File: src/rtl/pit_bus_master.sv
// Host-side bus initiator for an 8253-compatible interval timer: expands one
// program / latch-read command into a sequence of timer bus cycles.
module pit_bus_master #(
    parameter int unsigned STROBE_CYCLES = 2,
    parameter int unsigned GAP_CYCLES    = 2
) (
    input  logic        clk,
    input  logic        rst_n,
    input  logic        req_valid,
    output logic        req_ready,
    input  logic        req_op,
    input  logic [1:0]  req_ctr,
    input  logic [2:0]  req_mode,
    input  logic [1:0]  req_rw,
    input  logic [15:0] req_value,
    output logic        resp_valid,
    output logic        resp_err,
    output logic [15:0] resp_data,
    output logic        busy,
    output logic        pit_cs_n,
    output logic        pit_wr_n,
    output logic        pit_rd_n,
    output logic        pit_a1,
    output logic        pit_a0,
    output logic [7:0]  pit_d_o,
    output logic        pit_d_oe,
    input  logic [7:0]  pit_d_i
);

    // Handshake: a command transfers on a rising clk edge where req_valid and
    // req_ready are both high; req_ready is high only while the FSM is idle.

    typedef enum logic [2:0] {
        S_IDLE, S_SETUP, S_STROBE, S_HOLD, S_GAP, S_RESP
    } state_t;

    localparam logic [15:0] STB_LAST = 16'(STROBE_CYCLES - 1);
    localparam logic [15:0] GAP_LAST = 16'(GAP_CYCLES - 1);

    state_t      state_q, state_d;
    logic [1:0]  idx_q, idx_d;
    logic [15:0] cnt_q, cnt_d;
    logic        op_q, op_d;
    logic [1:0]  ctr_q, ctr_d;
    logic [2:0]  mode_q, mode_d;
    logic [1:0]  rw_q, rw_d;
    logic [15:0] value_q, value_d;
    logic [7:0]  lsb_q, lsb_d;
    logic [7:0]  msb_q, msb_d;
    logic        ready_q, ready_d;
    logic        resp_valid_q, resp_valid_d;
    logic        resp_err_q, resp_err_d;
    logic [15:0] resp_data_q, resp_data_d;
    logic        cs_n_q, cs_n_d;
    logic        wr_n_q, wr_n_d;
    logic        rd_n_q, rd_n_d;
    logic        a1_q, a1_d;
    logic        a0_q, a0_d;
    logic [7:0]  d_o_q, d_o_d;
    logic        d_oe_q, d_oe_d;

    logic        illegal;
    logic        last_cyc;
    logic [1:0]  nxt_idx;
    logic        is_wr;

    always_comb begin
        state_d      = state_q;
        idx_d        = idx_q;
        cnt_d        = cnt_q;
        op_d         = op_q;
        ctr_d        = ctr_q;
        mode_d       = mode_q;
        rw_d         = rw_q;
        value_d      = value_q;
        lsb_d        = lsb_q;
        msb_d        = msb_q;
        resp_err_d   = resp_err_q;
        resp_data_d  = resp_data_q;
        illegal      = (req_ctr == 2'd3) || (!req_op && (req_rw == 2'b00));
        last_cyc     = 1'b1;
        nxt_idx      = idx_q;

        // Sub-cycle index: 0 = control word, 1 = LSB transfer, 2 = MSB transfer.
        if (op_q) begin
            last_cyc = (idx_q == 2'd2);
            nxt_idx  = idx_q + 2'd1;
        end else begin
            case (idx_q)
                2'd0: begin
                    last_cyc = 1'b0;
                    nxt_idx  = rw_q[0] ? 2'd1 : 2'd2;
                end
                2'd1: begin
                    last_cyc = !rw_q[1];
                    nxt_idx  = 2'd2;
                end
                default: last_cyc = 1'b1;
            endcase
        end

        case (state_q)
            S_IDLE: begin
                if (req_valid) begin
                    op_d    = req_op;
                    ctr_d   = req_ctr;
                    mode_d  = req_mode;
                    rw_d    = req_rw;
                    value_d = req_value;
                    idx_d   = 2'd0;
                    cnt_d   = 16'd0;
                    if (illegal) begin
                        state_d     = S_RESP;
                        resp_err_d  = 1'b1;
                        resp_data_d = 16'h0000;
                    end else begin
                        state_d = S_SETUP;
                    end
                end
            end
            S_SETUP: begin
                state_d = S_STROBE;
                cnt_d   = 16'd0;
            end
            S_STROBE: begin
                if (cnt_q == STB_LAST) begin
                    state_d = S_HOLD;
                    if (op_q && (idx_q == 2'd1)) lsb_d = pit_d_i;
                    if (op_q && (idx_q == 2'd2)) msb_d = pit_d_i;
                end else begin
                    cnt_d = cnt_q + 16'd1;
                end
            end
            S_HOLD: begin
                state_d = S_GAP;
                cnt_d   = 16'd0;
            end
            S_GAP: begin
                if (cnt_q == GAP_LAST) begin
                    if (last_cyc) begin
                        state_d     = S_RESP;
                        resp_err_d  = 1'b0;
                        resp_data_d = op_q ? {msb_q, lsb_q} : 16'h0000;
                    end else begin
                        state_d = S_SETUP;
                        idx_d   = nxt_idx;
                    end
                end else begin
                    cnt_d = cnt_q + 16'd1;
                end
            end
            S_RESP:  state_d = S_IDLE;
            default: state_d = S_IDLE;
        endcase

        ready_d      = (state_d == S_IDLE);
        resp_valid_d = (state_d == S_RESP);

        // Bus pins are registered from the next state so they never glitch.
        cs_n_d = 1'b1;
        wr_n_d = 1'b1;
        rd_n_d = 1'b1;
        a1_d   = 1'b0;
        a0_d   = 1'b0;
        d_o_d  = 8'h00;
        d_oe_d = 1'b0;
        is_wr  = !op_d || (idx_d == 2'd0);
        if ((state_d == S_SETUP) || (state_d == S_STROBE) || (state_d == S_HOLD)) begin
            cs_n_d       = 1'b0;
            {a1_d, a0_d} = (idx_d == 2'd0) ? 2'b11 : ctr_d;
            if (is_wr) begin
                d_oe_d = 1'b1;
                if (idx_d == 2'd0)      d_o_d = {ctr_d, (op_d ? 2'b00 : rw_d), mode_d, 1'b0};
                else if (idx_d == 2'd1) d_o_d = value_d[7:0];
                else                    d_o_d = value_d[15:8];
            end
            if (state_d == S_STROBE) begin
                wr_n_d = !is_wr;
                rd_n_d = is_wr;
            end
        end
    end

    always_ff @(posedge clk or negedge rst_n) begin
        if (!rst_n) begin
            state_q      <= S_IDLE;
            idx_q        <= 2'd0;
            cnt_q        <= 16'd0;
            op_q         <= 1'b0;
            ctr_q        <= 2'd0;
            mode_q       <= 3'd0;
            rw_q         <= 2'd0;
            value_q      <= 16'h0000;
            lsb_q        <= 8'h00;
            msb_q        <= 8'h00;
            ready_q      <= 1'b1;
            resp_valid_q <= 1'b0;
            resp_err_q   <= 1'b0;
            resp_data_q  <= 16'h0000;
            cs_n_q       <= 1'b1;
            wr_n_q       <= 1'b1;
            rd_n_q       <= 1'b1;
            a1_q         <= 1'b0;
            a0_q         <= 1'b0;
            d_o_q        <= 8'h00;
            d_oe_q       <= 1'b0;
        end else begin
            state_q      <= state_d;
            idx_q        <= idx_d;
            cnt_q        <= cnt_d;
            op_q         <= op_d;
            ctr_q        <= ctr_d;
            mode_q       <= mode_d;
            rw_q         <= rw_d;
            value_q      <= value_d;
            lsb_q        <= lsb_d;
            msb_q        <= msb_d;
            ready_q      <= ready_d;
            resp_valid_q <= resp_valid_d;
            resp_err_q   <= resp_err_d;
            resp_data_q  <= resp_data_d;
            cs_n_q       <= cs_n_d;
            wr_n_q       <= wr_n_d;
            rd_n_q       <= rd_n_d;
            a1_q         <= a1_d;
            a0_q         <= a0_d;
            d_o_q        <= d_o_d;
            d_oe_q       <= d_oe_d;
        end
    end

    assign req_ready  = ready_q;
    assign busy       = ~ready_q;
    assign resp_valid = resp_valid_q;
    assign resp_err   = resp_err_q;
    assign resp_data  = resp_data_q;
    assign pit_cs_n   = cs_n_q;
    assign pit_wr_n   = wr_n_q;
    assign pit_rd_n   = rd_n_q;
    assign pit_a1     = a1_q;
    assign pit_a0     = a0_q;
    assign pit_d_o    = d_o_q;
    assign pit_d_oe   = d_oe_q;

endmodule

File: config.mk
export PLATFORM = sky130hd
export DESIGN_NAME = pit_bus_master
export DESIGN_NICKNAME = d
export VERILOG_FILES = /design/src/rtl/pit_bus_master.sv
export SDC_FILE = /design/constraint.sdc
export NUM_CORES = 1
export LEC_CHECK = 0
export BUFFER_PORTS_ARGS = -buffer_cell sky130_fd_sc_hd__buf_4
export CAP_MARGIN = 15
export CORE_ASPECT_RATIO = 0.5
export CORE_UTILIZATION = 56
export DETAILED_ROUTE_END_ITERATION = 10
export MAX_ROUTING_LAYER = met4
export PLACE_DENSITY_LB_ADDON = 0.15
export SYNTH_ARGS = -nofsm -noshare
export SYNTH_HDL_FRONTEND = slang
export SYNTH_SLANG_ARGS = --single-unit
File: constraint.sdc
create_clock -name clk -period 2.9 [get_ports clk]
set_input_delay 0.145 -clock clk [delete_from_list [all_inputs] [get_ports clk]]
set_output_delay 0.145 -clock clk [all_outputs]
set_load 0.005 [all_outputs]
== After elaboration in Yosys (flattened, before gate mapping) ==
Cells that the tools add are included.

* Bits in registers: 94
* Word-level logic and storage cells: 120

* $add $sub $neg: 2
* Reduce and logical (&&, ||, !) cells: 24
* Bitwise gates (word level): 1
* Muxes and demuxes: 54
* Equality and inequality tests: 18

{| class="wikitable"
|+ Operators with widths
! kind !! number
|-
| 16-bit 2-to-1 mux || 9
|-
| 16-bit case mux with 3 select lines || 1
|-
| 8-bit 2-to-1 mux || 4
|-
| 16-bit case mux with 2 select lines || 1
|-
| 2-bit 2-to-1 mux || 11
|-
| 3-bit 2-to-1 mux || 7
|-
| 16-bit by 1-bit adder with 16-bit output (second input constant) || 1
|-
| 16-bit by 1-bit == test with 1-bit output (second input constant) || 1
|-
| 1-bit 2-to-1 mux || 16
|-
| 3-bit case mux with 5 select lines || 1
|-
| 3-bit by 2-bit == test with 1-bit output (second input constant) || 4
|-
| 2-bit inequality test (second input constant) || 5
|-
| 3-bit AND reduction || 3
|-
| 2-bit case mux with 2 select lines || 2
|-
| 3-bit by 1-bit == test with 1-bit output (second input constant) || 2
|-
| 3-bit == test (second input constant) || 2
|-
| 2-bit logical NOT || 3
|-
| 3-bit logical NOT || 2
|-
| 5-bit AND reduction || 1
|-
| 2-bit by 1-bit == test with 1-bit output (second input constant) || 2
|-
| 2-bit == test (second input constant) || 2
|-
| 1-bit logical NOT || 4
|-
| 1-bit logical OR || 4
|-
| 1-bit case mux with 2 select lines || 2
|-
| other kinds (6) || 9
|}

== Longest topological paths before layout ==
* Depth in word-level cells: 11
* Depth in mapped cells: 9

== Worst setup path after synthesis ==
No wires, ideal clock.

* Path type: register to register
* Start point: register idx_q[1]
* End point: register d_o_q[6], in the netlist pit_d_o[6]
* Required time: 2799 ps
* Slack: 757 ps
* Cell stages (with the launch flop): 10
* Arrival time: 2042 ps
* Path through: dfrtp_1 -> inv_1 -> ha_1 -> mux2i_1 -> mux2_2 -> nor2_1 -> o22ai_2 -> inv_2 -> a21oi_1 -> o32ai_1

* Longest elaborated chain between the ends: 11

{| class="wikitable"
|+ RTL lines
! what !! RTL line !! source
|-
| from (decl) || 41 || <nowiki>logic [1:0] idx_q, idx_d;</nowiki>
|-
| from (signal assigned) || 209 || <nowiki>idx_q <= idx_d;</nowiki>
|-
| 2-bit by 1-bit == test with 1-bit output / 2-bit logical NOT (equally long branches) || 89 || <nowiki>case (idx_q)</nowiki>
|-
| 2-bit case mux with 2 select lines / 1-bit case mux with 2 select lines (equally long branches) || 89 ||
|-
| 2-bit 2-to-1 mux / 1-bit 2-to-1 mux (equally long branches) || 85 || <nowiki>if (op_q) begin</nowiki>
|-
| 2-bit 2-to-1 mux (*) || 140 || <nowiki>if (last_cyc) begin</nowiki>
|-
| 2-bit 2-to-1 mux (*) || 139 || <nowiki>if (cnt_q == GAP_LAST) begin</nowiki>
|-
| 2-bit case mux with 2 select lines (*) || 102 || <nowiki>case (state_q)</nowiki>
|-
| named net idx_d[0] || 41 ||
|-
| 2-bit by 1-bit == test with 1-bit output || 174 || <nowiki>else if (idx_d == 2'd1) d_o_d = value_d[7:0];</nowiki>
|-
| 8-bit 2-to-1 mux || 174 ||
|-
| 8-bit 2-to-1 mux || 173 || <nowiki>if (idx_d == 2'd0) d_o_d = {ctr_d, (op_d ? 2'b00 : rw_d), mode_d, 1'b0};</nowiki>
|-
| 8-bit 2-to-1 mux (*) || 171 || <nowiki>if (is_wr) begin</nowiki>
|-
| 8-bit 2-to-1 mux (*) || 168 || <nowiki>if ((state_d == S_SETUP) || (state_d == S_STROBE) || (state_d == S_HOLD)) begin</nowiki>
|-
| named net d_o_d[6] || 59 || <nowiki>logic [7:0] d_o_q, d_o_d;</nowiki>
|-
| to (signal assigned) || 227 || <nowiki>d_o_q <= d_o_d;</nowiki>
|-
| to (decl) || 59 ||
|}

The timed path passes the listed nets; every way through them passes the cells marked *.
A chain may end at the register's enable or synchronous reset.

== Worst setup path after layout ==
* Start point: register idx_q[1]
* End point: register d_o_q[7], in the netlist pit_d_o[7]

* Longest elaborated chain between the ends: 11

{| class="wikitable"
|+ RTL lines
! what !! RTL line
|-
| 2-bit by 1-bit == test with 1-bit output / 2-bit logical NOT (equally long branches) || 89
|-
| 2-bit case mux with 2 select lines / 1-bit case mux with 2 select lines (equally long branches) || 89
|-
| 2-bit 2-to-1 mux / 1-bit 2-to-1 mux (equally long branches) || 85
|-
| 2-bit 2-to-1 mux || 140
|-
| 2-bit 2-to-1 mux || 139
|-
| 2-bit case mux with 2 select lines || 102
|-
| 2-bit by 1-bit == test with 1-bit output || 174
|-
| 8-bit 2-to-1 mux || 174
|-
| 8-bit 2-to-1 mux || 173
|-
| 8-bit 2-to-1 mux || 171
|-
| 8-bit 2-to-1 mux (*) || 168
|-
| named net d_o_d[7] || 59
|}

Marked as above.

==> flow_metrics.py <==
metrics = {
    "outcome": {
        "outcome": "finished with violations",
        "violations": "hold timing",
    },
    "cells_and_area": {
        "fin_cells": 554,
        "n_antenna_cell": 0,
        "drive_above_1_share_pct": 27.7,
        "layout.nets": 498,
        "finalInstanceArea_um2": 5120,
        "area_delta_synth_final_pct": 21.7,
        "final_common_cell": "dfrtp_1",
        "final_cell_mix": "90 x dfrtp_1, 83 x nand2_1, 75 x buf_4, 20 x a21oi_1",
        "final_core_utilization_pct": 73.6,
    },
    "floorplan": {
        "rows": 21,
        "die_area_um2": 7890,
        "io_pins": 69,
        "die_w_um": 125,
        "initial_core_util_pct": 60.5,
        "core_area_um2": 6960,
        "fp.dieH_um": 63.3,
    },
    "global_routing": {
        "antenna_found_initial": 0,
        "grt_pass1_vias": 3325,
        "grtUsageTotal_pct": 27.4,
        "grt_first_pass_wirelength_mm": 16.1,
        "grt_overflow": 0,
        "grt_start_max_net_pins": 82,
    },
    "clock_tree": {
        "clkLatencyLatePin_ns": 0.34,
        "cts_buffers": 9,
        "htree_levels": 3,
        "cts_root_buf": "clkbuf_16",
        "post_cts_buffers": 0,
        "tritoncts": "done",
        "clock-sinks": 94,
        "path_clk_slew_ns": 0.06,
        "cts_hold_buf": 0,
        "post_cts_resized": 0,
        "clk_path_buf_depth": 2,
    },
    "job": {
        "maxCapViolCount": 0,
    },
    "pwr": {
        "ir_worst_vdd_mv": 0.519,
        "p_per_area_nw_per_um2": 912,
        "power_leakage_nw": 2.46,
        "power.total_mw": 4.67,
    },
    "setup_path": {
        "critPathTopFamily": "compound AO/OA/AOI/OAI gates",
        "cp-startpoint": "idx_q[1]",
        "crit_arrival_ns": 2.78,
        "crit_path_end_kind": "flop",
        "path_max_fanout": 7,
        "required_ns": 3.13,
        "crit_end": "pit_d_o[7]",
        "slowest_stage": "dfrtp_1",
        "r2r-end": "pit_d_o[7]",
        "rrSetupSlack_ns": 0.35,
        "reg2regPathDepth": 8,
        "slowest_delay_ns": 0.51,
        "rr_startpoint": "idx_q[1]",
        "worst-setup-path-type": "flop to flop",
        "crit_cells": 8,
        "cp_cell_sequence": "inv_1 > ha_1 > mux2i_1 > mux2_2 > nor2_1 > o32a_2 > nand4b_4 > o32ai_1",
        "start_kind": "flop",
        "path_buf_inv": 1,
    },
    "timing": {
        "grt_setup_unrepaired": "no",
        "setup_viol": 0,
        "min_period_over_period_pct": 88.1,
        "final_max_slew_viol_count": 0,
        "tightest_slew_ns": 0.994,
        "tns_ns": 0,
        "finalHoldViolCount": 56,
        "hold_slack_ns": -0.0595,
        "fin_crit_ns": 2.55,
        "max-slew-margin-rel_pct": 33.7,
        "fmax_mhz": 391,
        "worst_clock_skew_ns": 0.00619,
    },
    "yosys": {
        "ys_types": 53,
        "synthCells": 385,
        "yosysTopAreaCell": "dfrtp_1",
        "syn_area_per_cell_um2": 10.9,
        "mappedNetlistNets": 426,
        "synth.area.top_cells": "dfrtp_1 53%, nand2_1 7.4%, mux2_2 4.5%",
        "synth_top_area_share_pct": 53.5,
        "synth-seq-area-share_pct": 56.0,
        "netlist_area_um2": 4210,
        "yosys_warnings": 0,
        "ys_ff_latch": 94,
    },
    "placed_design": {
        "port_buffers": 68,
        "place_congestion": 0.858,
        "placed_area_um2": 4820,
        "dp.cells": 538,
        "dp_hpwl_mm": 6.72,
    },
    "detailed_routing": {
        "vias": 3299,
        "viasPerCell": 5.95,
        "met1Wirelength_mm": 3.98,
        "dr.pass1.iters": 5,
        "drcViolationCount": 0,
        "met2_length_mm": 4.87,
        "wl_met3_um": 655,
        "top_layer_used": "met4",
        "routed_wl_mm": 9.67,
        "wl_per_cell_um": 17.5,
        "drt_first_iter_violations": 228,
        "ant_nets": 0,
    },
    "hold_path": {
        "min_path_type": "primary input to async pin",
    },
}
-- stage by stage --
step / worst slack, ns / hold WS, ns
CTS: 0.384 / 0.00271
detailed placement: 0.416 / 0.371
global route: 0.162 / 0.0373
global placement: 0.523 / 0.350
floorplan: 0.757 / -0.151
finish: 0.346 / -0.0595
-- Yosys cell counts (all sizes together) --
master   instances
dfrtp           90
nand2           83
a21oi           21
a22o            17
mux2            17
o21ai           16
inv             15
nor2            12
nor3            10
buf              9
and2             7
mux2i            7
or3              7
ha               6
clkbuf           5
o32ai            5
and4             4
dfstp            4
nand2b           4
nand3            4
o31ai            4
xnor2            4
a211oi           3
nand4            3
nor4b            3
o2bb2ai          3
and3             2
nor4             2
o22ai            2
o32a             2
o41ai            2
a22oi            1
a41oi            1
nand3b           1
nand4b           1
nor2b            1
nor3b            1
o211ai           1
or2              1
or3b             1
or4              1
or4b             1
xor2             1
-- cells by family (layout without fill, tap and decap cells) --
family	after synthesis	in the layout	synth area share [%]
buffers and inverters	29	106	3.06
XOR/XNOR	5	5	1.04
AND/OR/NAND/NOR	149	149	18.5
multiplexers	24	24	6.21
AO/OA/AOI/OAI	78	78	13.4
adder cells (fa/ha/maj)	6	6	1.78
flip-flops	94	94	56.0
-- registers in the layout, indices dropped and copies added (netlist names), 2 cells and up --
name and cells:
cnt_q 16, ctr_q 2, idx_q 2, lsb_q 8, mode_q 3, msb_q 8
pit_d_o 8, resp_data 16, rw_q 2, state_q 3, value_q 16
-- routing by layer --
layer	track usage [%]	vias up
met1	32.9	1649
met3	6.71	19
met5	-	-
li1	-	1504
met2	45.9	127
met4	9.64	0
-- power breakdown --
part | leakage (nW) | internal, mW | switching, mW | total [mW]
registers | 1.20 | 1.65 | 0.213 | 1.86
logic | 1.11 | 0.643 | 0.977 | 1.62
clock network | 0.142 | 0.692 | 0.495 | 1.19
-- worst min path at each step --
| stage | end | slack [ns] | depth (start not counted) |
|---|---|---|---|
| floorplan | cnt_q[0] | -0.15 | 0 |
| global placement | cnt_q[14] | 0.35 | 1 |
| detailed placement | cnt_q[14] | 0.37 | 1 |
| CTS | resp_data[0] | 0.003 | 1 |
| global route | value_q[4] | 0.04 | 3 |
| finish | cnt_q[14] | -0.06 | 1 |
-- final cells by class --
| class | instances | area (um^2) |
|---|---|---|
| tap | 92 | 115 |
| multi-input combinational | 262 | 1730 |
| fill | 477 | 1840 |
| inverter | 15 | 56.3 |
| timing repair buffer | 75 | 563 |
| sequential | 94 | 2360 |
| clock inverter | 5 | 58.8 |
| clock buffer | 11 | 243 |
Note: power is estimated with default switching activity, not from simulation.
